==> src/rtl/network_div_pkg.sv <==
// Shared types and constants for the sequential signed 30/16 divider.
// Pure declarations, no latency.
// No backpressure; consumed by the divider top, its step and its interface.
package network_div_pkg;

  typedef enum logic [1:0] {
    S_IDLE = 2'd0,
    S_CALC = 2'd1,
    S_FIX  = 2'd2,
    S_DONE = 2'd3
  } div_state_e;

  localparam int DIN0_W = 30;
  localparam int DIN1_W = 16;
  localparam int DOUT_W = 15;
  localparam int PR_W   = DIN0_W + 1;
  localparam int ITER   = 30;
  localparam int CNT_W  = 5;

  localparam int SAT_POS_VAL = 16383;
  localparam int SAT_NEG_VAL = -16384;

  localparam logic [DOUT_W-1:0] SAT_POS = DOUT_W'(SAT_POS_VAL);
  localparam logic [DOUT_W-1:0] SAT_NEG = DOUT_W'(SAT_NEG_VAL);

endpackage

==> src/rtl/network_div_seq_30s_16s_15_if.sv <==
// Operand/result handshake bundle for the sequential divider.
// No latency (wires only).
// in_valid/in_ready on the operand side, out_valid/out_ready on the result side.
interface network_div_seq_30s_16s_15_if;
  import network_div_pkg::*;

  logic              in_valid;
  logic              in_ready;
  logic [DIN0_W-1:0] din0;
  logic [DIN1_W-1:0] din1;
  logic              out_valid;
  logic              out_ready;
  logic [DOUT_W-1:0] dout;
  logic [DIN1_W-1:0] rem;
  logic              ovf;
  logic              dz;

  modport master (
    output in_valid, din0, din1, out_ready,
    input  in_ready, out_valid, dout, rem, ovf, dz
  );

  modport slave (
    input  in_valid, din0, din1, out_ready,
    output in_ready, out_valid, dout, rem, ovf, dz
  );

endinterface

==> src/rtl/network_div_seq_30s_16s_15_step.sv <==
// One restoring shift-subtract step: shift in a dividend bit, subtract if it fits.
// Combinational, zero latency.
// No backpressure; the caller decides when to register the result.
module network_div_seq_30s_16s_15_step
  import network_div_pkg::*;
(
  input  logic [PR_W-1:0]   pr,
  input  logic              dbit,
  input  logic [DIN1_W-1:0] dsr,
  output logic [PR_W-1:0]   pr_nxt,
  output logic              qbit
);

  logic [PR_W-1:0] shifted;
  logic [PR_W-1:0] dsr_ext;
  logic            unused_pr_msb;

  // The partial remainder is always below the divisor, so its MSB never carries data.
  assign unused_pr_msb = pr[PR_W-1];

  // Trial subtraction; keep the difference only when the divisor fits.
  always_comb begin
    shifted = {pr[PR_W-2:0], dbit};
    dsr_ext = {{(PR_W-DIN1_W){1'b0}}, dsr};
    qbit    = (shifted >= dsr_ext);
    pr_nxt  = qbit ? (shifted - dsr_ext) : shifted;
  end

endmodule

==> src/rtl/network_div_seq_30s_16s_15.sv <==
// Sequential signed divider, 30-bit dividend / 16-bit divisor -> 15-bit saturated quotient + remainder.
// Latency: 32 edges counting the accept edge (2 for a zero divisor), plus one per ce-low cycle.
// Single operation in flight: in_ready only when idle; result held until out_ready with ce high.
module network_div_seq_30s_16s_15
  import network_div_pkg::*;
#(
  parameter [31:0] ID         = 32'd1,
  parameter [31:0] NUM_STAGE  = 32'd32,
  parameter [31:0] din0_WIDTH = 32'd30,
  parameter [31:0] din1_WIDTH = 32'd16,
  parameter [31:0] dout_WIDTH = 32'd15
) (
  input  logic                           clk,
  input  logic                           reset,
  input  logic                           ce,
  network_div_seq_30s_16s_15_if.slave    bus
);

  // Instance/documentation parameters; the datapath widths are fixed by the package.
  localparam logic [31:0] unused_params = ID ^ NUM_STAGE ^ din0_WIDTH ^ din1_WIDTH ^ dout_WIDTH;

  div_state_e        state_q, state_d;
  logic [CNT_W-1:0]  cnt_q;
  logic [DIN0_W-1:0] dvd_q;
  logic [DIN1_W-1:0] dsr_q;
  logic [DIN0_W-1:0] quo_q;
  logic [PR_W-1:0]   pr_q;
  logic              neg_q_q;
  logic              neg_r_q;
  logic [DOUT_W-1:0] dout_q;
  logic [DIN1_W-1:0] rem_q;
  logic              ovf_q;
  logic              dz_q;

  logic [DIN0_W-1:0] a_mag;
  logic [DIN1_W-1:0] b_mag;
  logic [PR_W-1:0]   step_pr;
  logic              step_q;
  logic [DOUT_W-1:0] fix_dout;
  logic [DIN1_W-1:0] fix_rem;
  logic              fix_ovf;

  // Magnitudes fit unsigned even for the most-negative operands.
  assign a_mag = bus.din0[DIN0_W-1] ? (-bus.din0) : bus.din0;
  assign b_mag = bus.din1[DIN1_W-1] ? (-bus.din1) : bus.din1;

  network_div_seq_30s_16s_15_step u_step (
    .pr     (pr_q),
    .dbit   (dvd_q[DIN0_W-1]),
    .dsr    (dsr_q),
    .pr_nxt (step_pr),
    .qbit   (step_q)
  );

  // State register; ce low freezes the FSM.
  always_ff @(posedge clk or negedge reset) begin
    if (!reset) state_q <= S_IDLE;
    else if (ce) state_q <= state_d;
  end

  // Next-state: zero divisor skips the iterations, DONE waits for the consumer.
  always_comb begin
    state_d = state_q;
    case (state_q)
      S_IDLE: if (bus.in_valid) state_d = (b_mag == '0) ? S_FIX : S_CALC;
      S_CALC: if (cnt_q == CNT_W'(ITER - 1)) state_d = S_FIX;
      S_FIX:  state_d = S_DONE;
      S_DONE: if (bus.out_ready) state_d = S_IDLE;
      default: state_d = S_IDLE;
    endcase
  end

  // Sign application and saturation of the magnitude quotient/remainder.
  always_comb begin
    fix_dout = '0;
    fix_rem  = '0;
    fix_ovf  = 1'b0;
    if (dsr_q == '0) begin
      fix_ovf  = 1'b1;
      fix_dout = neg_r_q ? SAT_NEG : SAT_POS;
    end else if (neg_q_q) begin
      if (quo_q > DIN0_W'(-SAT_NEG_VAL)) begin
        fix_ovf  = 1'b1;
        fix_dout = SAT_NEG;
      end else begin
        fix_dout = -quo_q[DOUT_W-1:0];
        fix_rem  = neg_r_q ? (-pr_q[DIN1_W-1:0]) : pr_q[DIN1_W-1:0];
      end
    end else begin
      if (quo_q > DIN0_W'(SAT_POS_VAL)) begin
        fix_ovf  = 1'b1;
        fix_dout = SAT_POS;
      end else begin
        fix_dout = quo_q[DOUT_W-1:0];
        fix_rem  = neg_r_q ? (-pr_q[DIN1_W-1:0]) : pr_q[DIN1_W-1:0];
      end
    end
  end

  // Datapath: latch operands on accept, iterate in CALC, register results in FIX.
  always_ff @(posedge clk or negedge reset) begin
    if (!reset) begin
      cnt_q   <= '0;
      dvd_q   <= '0;
      dsr_q   <= '0;
      quo_q   <= '0;
      pr_q    <= '0;
      neg_q_q <= 1'b0;
      neg_r_q <= 1'b0;
      dout_q  <= '0;
      rem_q   <= '0;
      ovf_q   <= 1'b0;
      dz_q    <= 1'b0;
    end else if (ce) begin
      case (state_q)
        S_IDLE: if (bus.in_valid) begin
          dvd_q   <= a_mag;
          dsr_q   <= b_mag;
          neg_r_q <= bus.din0[DIN0_W-1];
          neg_q_q <= bus.din0[DIN0_W-1] ^ bus.din1[DIN1_W-1];
          cnt_q   <= '0;
          pr_q    <= '0;
          quo_q   <= '0;
        end
        S_CALC: begin
          dvd_q <= {dvd_q[DIN0_W-2:0], 1'b0};
          pr_q  <= step_pr;
          quo_q <= {quo_q[DIN0_W-2:0], step_q};
          cnt_q <= cnt_q + 1'b1;
        end
        S_FIX: begin
          dout_q <= fix_dout;
          rem_q  <= fix_rem;
          ovf_q  <= fix_ovf;
          dz_q   <= (dsr_q == '0);
        end
        default: ;
      endcase
    end
  end

  assign bus.in_ready  = (state_q == S_IDLE);
  assign bus.out_valid = (state_q == S_DONE);
  assign bus.dout      = dout_q;
  assign bus.rem       = rem_q;
  assign bus.ovf       = ovf_q;
  assign bus.dz        = dz_q;

endmodule
==> src/flat_wrapper.sv <==
// flat-port wrapper written by rule: the top's interface ports become plain ports
module network_div_seq_30s_16s_15_flat import network_div_pkg::*;
#(
  parameter [31:0] ID         = 32'd1,
  parameter [31:0] NUM_STAGE  = 32'd32,
  parameter [31:0] din0_WIDTH = 32'd30,
  parameter [31:0] din1_WIDTH = 32'd16,
  parameter [31:0] dout_WIDTH = 32'd15
)
  (clk, reset, ce, bus_in_valid, bus_din0, bus_din1, bus_out_ready, bus_in_ready, bus_out_valid, bus_dout, bus_rem, bus_ovf, bus_dz);
  network_div_seq_30s_16s_15_if bus_i ();
  input  logic clk;
  input  logic reset;
  input  logic ce;
  input wire logic [$bits(bus_i.in_valid)-1:0] bus_in_valid;
  input wire logic [$bits(bus_i.din0)-1:0] bus_din0;
  input wire logic [$bits(bus_i.din1)-1:0] bus_din1;
  input wire logic [$bits(bus_i.out_ready)-1:0] bus_out_ready;
  output wire logic [$bits(bus_i.in_ready)-1:0] bus_in_ready;
  output wire logic [$bits(bus_i.out_valid)-1:0] bus_out_valid;
  output wire logic [$bits(bus_i.dout)-1:0] bus_dout;
  output wire logic [$bits(bus_i.rem)-1:0] bus_rem;
  output wire logic [$bits(bus_i.ovf)-1:0] bus_ovf;
  output wire logic [$bits(bus_i.dz)-1:0] bus_dz;
  assign bus_i.in_valid = bus_in_valid;
  assign bus_i.din0 = bus_din0;
  assign bus_i.din1 = bus_din1;
  assign bus_i.out_ready = bus_out_ready;
  assign bus_in_ready = bus_i.in_ready;
  assign bus_out_valid = bus_i.out_valid;
  assign bus_dout = bus_i.dout;
  assign bus_rem = bus_i.rem;
  assign bus_ovf = bus_i.ovf;
  assign bus_dz = bus_i.dz;
  network_div_seq_30s_16s_15 #(.ID(ID), .NUM_STAGE(NUM_STAGE), .din0_WIDTH(din0_WIDTH), .din1_WIDTH(din1_WIDTH), .dout_WIDTH(dout_WIDTH)) u_core (.clk(clk), .reset(reset), .ce(ce), .bus(bus_i));
endmodule
==> config.mk <==
export PLATFORM = sky130hd
export DESIGN_NAME = network_div_seq_30s_16s_15_flat
export DESIGN_NICKNAME = d
export VERILOG_FILES = /design/src/rtl/network_div_pkg.sv /design/src/rtl/network_div_seq_30s_16s_15_if.sv /design/src/rtl/network_div_seq_30s_16s_15_step.sv /design/src/rtl/network_div_seq_30s_16s_15.sv /design/src/flat_wrapper.sv
export SDC_FILE = /design/constraint.sdc
export NUM_CORES = 1
export LEC_CHECK = 0
export BUFFER_PORTS_ARGS = -buffer_cell sky130_fd_sc_hd__buf_2
export CAP_MARGIN = 20
export CORE_MARGIN = 2
export CORE_UTILIZATION = 38
export DETAILED_ROUTE_END_ITERATION = 7
export GPL_ROUTABILITY_DRIVEN = 0
export PLACE_DENSITY = 0.56
export SYNTH_ARGS = -nofsm -noshare
export SYNTH_HDL_FRONTEND = slang
export SYNTH_SLANG_ARGS = --single-unit
==> constraint.sdc <==
create_clock -name clk -period 3.37 [get_ports clk]
set_input_delay 0.1685 -clock clk [delete_from_list [all_inputs] [get_ports clk]]
set_output_delay 0.1685 -clock clk [all_outputs]
set_load 0.005 [all_outputs]
==> results.md <==
- H-tree depth: 4
- Fill count: around 2500
- VDD IR max: 0.000384 V
- Comb pwr share: 48.5%
- PostCTS Resize Cnt: 0
- Endpoint type of the worst setup path: flop
- Post-Syn Area: roughly 9200 um2
- Critical-path maximum fanout: 17
- Hold Fails Final Rpt: 0
- Total grt overflow: 0
- Pleak: a little under 5 nW
- TritonCTS clock tree: yes
- DRT Wirelength: 23.2 mm
- Area of the die: 25500 um2
- CP Data Arrival Time: approximately 3.4 ns
- Crit path required time: approximately 3.7 ns
- Worst Tran Pin Value: just under 0.8 ns
- Die Width: ~160 um
- Initial Util: 38.3%
- Initial antenna violation count: 0
- Register area: roughly 3700 um2
- Post-route total power: around 10 mW
- CP startpoint kind: flop
- Slowest stage delay, CP: ~0.45 ns
- Final HPWL DP: between 15 and 20 mm
- Detail Route Antenna Nets: 0
- Post-synth EDFFs: 0
- CORE AREA: about 24000 um2
- Register bit count reported by yosys: approximately 150
- Cell with the most instances after synthesis: nand2_1
- CTS sink count: roughly 150
- Worst Hold Endpoint: u_core.dvd_q[0]
- Leading area contributor after synthesis: dfrtp_1
- Hold path cells: 3
- Synth Net Count: around 1200
- Cell Int Power: 5.69 mW
- Clock power share: 19.9%
- Height of the die: between 150 and 200 um
- CP max-delay cell: or4_4
- Worst Skew: between 0.009 and 0.01 ns
- Largest net degree at the start of global routing: between 70 and 80
- Layout Nets: approximately 1200
- DR WL/cell: around 16 um
- Setup violations, final: 0
- Buf/Inv on CP: 1
- Number of diodes: 0
- Via density: between 5 and 6
- Min Tclk post-route: 3.05 ns
- Critical path depth: 8
- CTS clk-pin slew, worst paths: roughly 0.070 ns
- Final critical-path share of the clock period: a little over 90%
- Max-cap violations: 0
- Area grow syn2layout: 15.5%
- DRC Markers: 0
- Reg2reg setup slack: about 0.32 ns
- Sequential share of power: between 30% and 40%
- Mean Syn Cell Area: ~8.5 um2
- Yosys cell types: 69
- PortBufs: 85
- Sw Share: a little over two fifths
- Vias in the first global route: between 7000 and 8000
- Multi-input gate area in the final layout: approximately 5200 um2
- Yosys warning count: 0
- Sequential share of the synthesized area: approximately two fifths
- R2r startpoint: u_core.quo_q[0]
- Achievable Freq: approximately 0.33 GHz
- CTS Buf Count: 17
- Ports: 86
- Pwr dens: 936 nW/um2
- Clock latency on the worst-skew pair: between 0.4 and 0.5 ns
- Outcome: complete, no violations
- Worst hold path type: in2reg
- Clock Tree Buf Depth: 2
- Layout cells sized above 1: 14.3%
- Worst R2R Path Depth: 8
- Largest delay share family, worst path: simple AND/OR/NAND/NOR gates
- Syn Inst Count: around 1100
- CTS Root Buffer Type: clkbuf_16
- Relative slew slack: a little under 50%
- Vias: 8093
- Synth top area cells: dfrtp_1 40%, nand2_1 8.1%, o21ai_0 6.1%
- RR Endpoint: u_core.bus.rem[11]
- Psw: 4.27 mW
- Fin. max-slew vios: 0
- First-pass GRT wire length: approximately 39 mm
- 1st-iter DRT viols: 500
- Setup TNS: 0 ns
- Hold_sp: bus_din0[0]
- RSZ-0062 raised after global routing: false
- Total GRT Usage: between 10% and 20%
- WS Path Type: reg2reg
- Asr flop ratio synth: between 90% and 100%
- Most used DFF post-synth: dfrtp_1
- Drt pass-1 iters: 4
- Crit path cell chain: inv_1 > ha_1 > or3b_4 > or4_4 > or3_4 > a21oi_4 > o2111ai_2 > o21ai_0
- Yosys top cell area share: 40.1%
- Core Rows: 57
- Synth top cells by count: 198 x nand2_1, 148 x dfrtp_1, 113 x o21ai_0, 61 x nand3_1, 48 x nor2_1
how the worst max path moves through the flow:
stage / startpoint / end / slack, ns
after CTS: u_core.quo_q[0] / u_core.bus.rem[5] / 0.31
final: u_core.quo_q[0] / u_core.bus.rem[11] / 0.32
after floorplan: u_core.pr_q[11] / u_core.pr_q[12] / 0.64
after detailed placement: u_core.quo_q[0] / u_core.bus.rem[5] / 0.34
after global placement: u_core.quo_q[0] / u_core.bus.rem[6] / 0.40
after global routing: u_core.quo_q[0] / u_core.bus.rem[13] / 0.10
cells by family (layout without fill, tap and decap cells):
family                   count (synthesis)  in the layout  synth area share (%)
adder cells (fa/ha/maj)                 28             28                  3.88
XOR/XNOR                                72             72                  6.84
AND/OR/NAND/NOR                        426            426                  22.1
AO/OA/AOI/OAI                          294            294                  20.6
multiplexers                            22             22                  2.40
buffers and inverters                   95            173                  3.95
flip-flops                             148            148                  40.1
placed cells by master, fill, tap and decap left out, types with 4 or more instances in the layout:
cell	instances
a211oi_1	5
a21boi_0	4
a21o_1	5
a21oi_1	47
a31oi_1	14
a32oi_1	10
and3_1	5
buf_2	84
buf_4	16
clkbuf_16	17
clkinv_4	4
dfrtp_1	148
ha_1	27
inv_1	35
mux2i_1	21
nand2_1	197
nand2b_1	9
nand3_1	59
nand4_1	5
nand4b_1	6
nor2_1	48
nor2b_1	8
nor3_1	18
nor4_1	13
o211ai_1	11
o21a_1	16
o21ai_0	113
o21ai_1	6
o221a_2	4
o221ai_1	9
o31a_1	5
o31ai_1	18
o41ai_1	7
or2_2	5
or3_1	17
or4_1	10
or4_4	4
xnor2_1	25
xor2_1	47
state kept, by name, indices dropped and copies added (netlist names):
register and cells:
u_core.bus.dout 15, u_core.bus.dz 1, u_core.bus.ovf 1, u_core.bus.rem 16, u_core.cnt_q 5, u_core.dsr_q 16, u_core.dvd_q 30, u_core.neg_q_q 1
u_core.neg_r_q 1, u_core.pr_q 30, u_core.quo_q 30, u_core.state_q 2
final cells by class:
type                       count  area share (%)
clock buffer                  19            4.16
clock inverter                13            1.62
inverter                      36            1.27
multi-input combinational    842            48.5
sequential                   148            34.8
tap                          324            3.81
timing repair buffer         105            5.84
tightest hold or removal path: stages:
cell,delay [ns]
buf_2,0.11
inv_1,0.07
o21ai_0,0.09
per-stage QoR:
step	utilization [%]	worst slack (ns)	hold slack (ns)	instances	instance area, um2
after global placement	41.6	0.404	0.263	1454	10000
after floorplan	-	0.643	-0.127	1085	9230
after global routing	44.2	0.101	0.105	1487	10700
final	44.2	0.316	0.0639	1487	10700
after detailed placement	41.6	0.337	0.260	1454	10000
after CTS	44.2	0.313	0.0499	1487	10700
power groups by stage:
stage	clock network, mW	logic, mW	registers, mW
after floorplan	0	3.63	2.94
after global placement	0	4.80	3.16
after detailed placement	0	4.82	3.18
after CTS	2.04	4.85	3.15
after global routing	2.12	5.49	3.26
final	1.98	4.83	3.15
routing by layer:
layer	global-route usage, %	share of wire [%]	vias up
met4	3.89	1.0	0
met2	29.7	45	186
li1	-	-	4032
met3	3.69	4.6	18
met1	26.2	49	3857
met5	0	0	-
timing repair:
action                                 in CTS  in global routing
hold buffers                                1                  0
buffers inserted                            0                  0
endpoints found under the hold margin      77                  0
No activity file was read; power rests on OpenSTA's default activity.
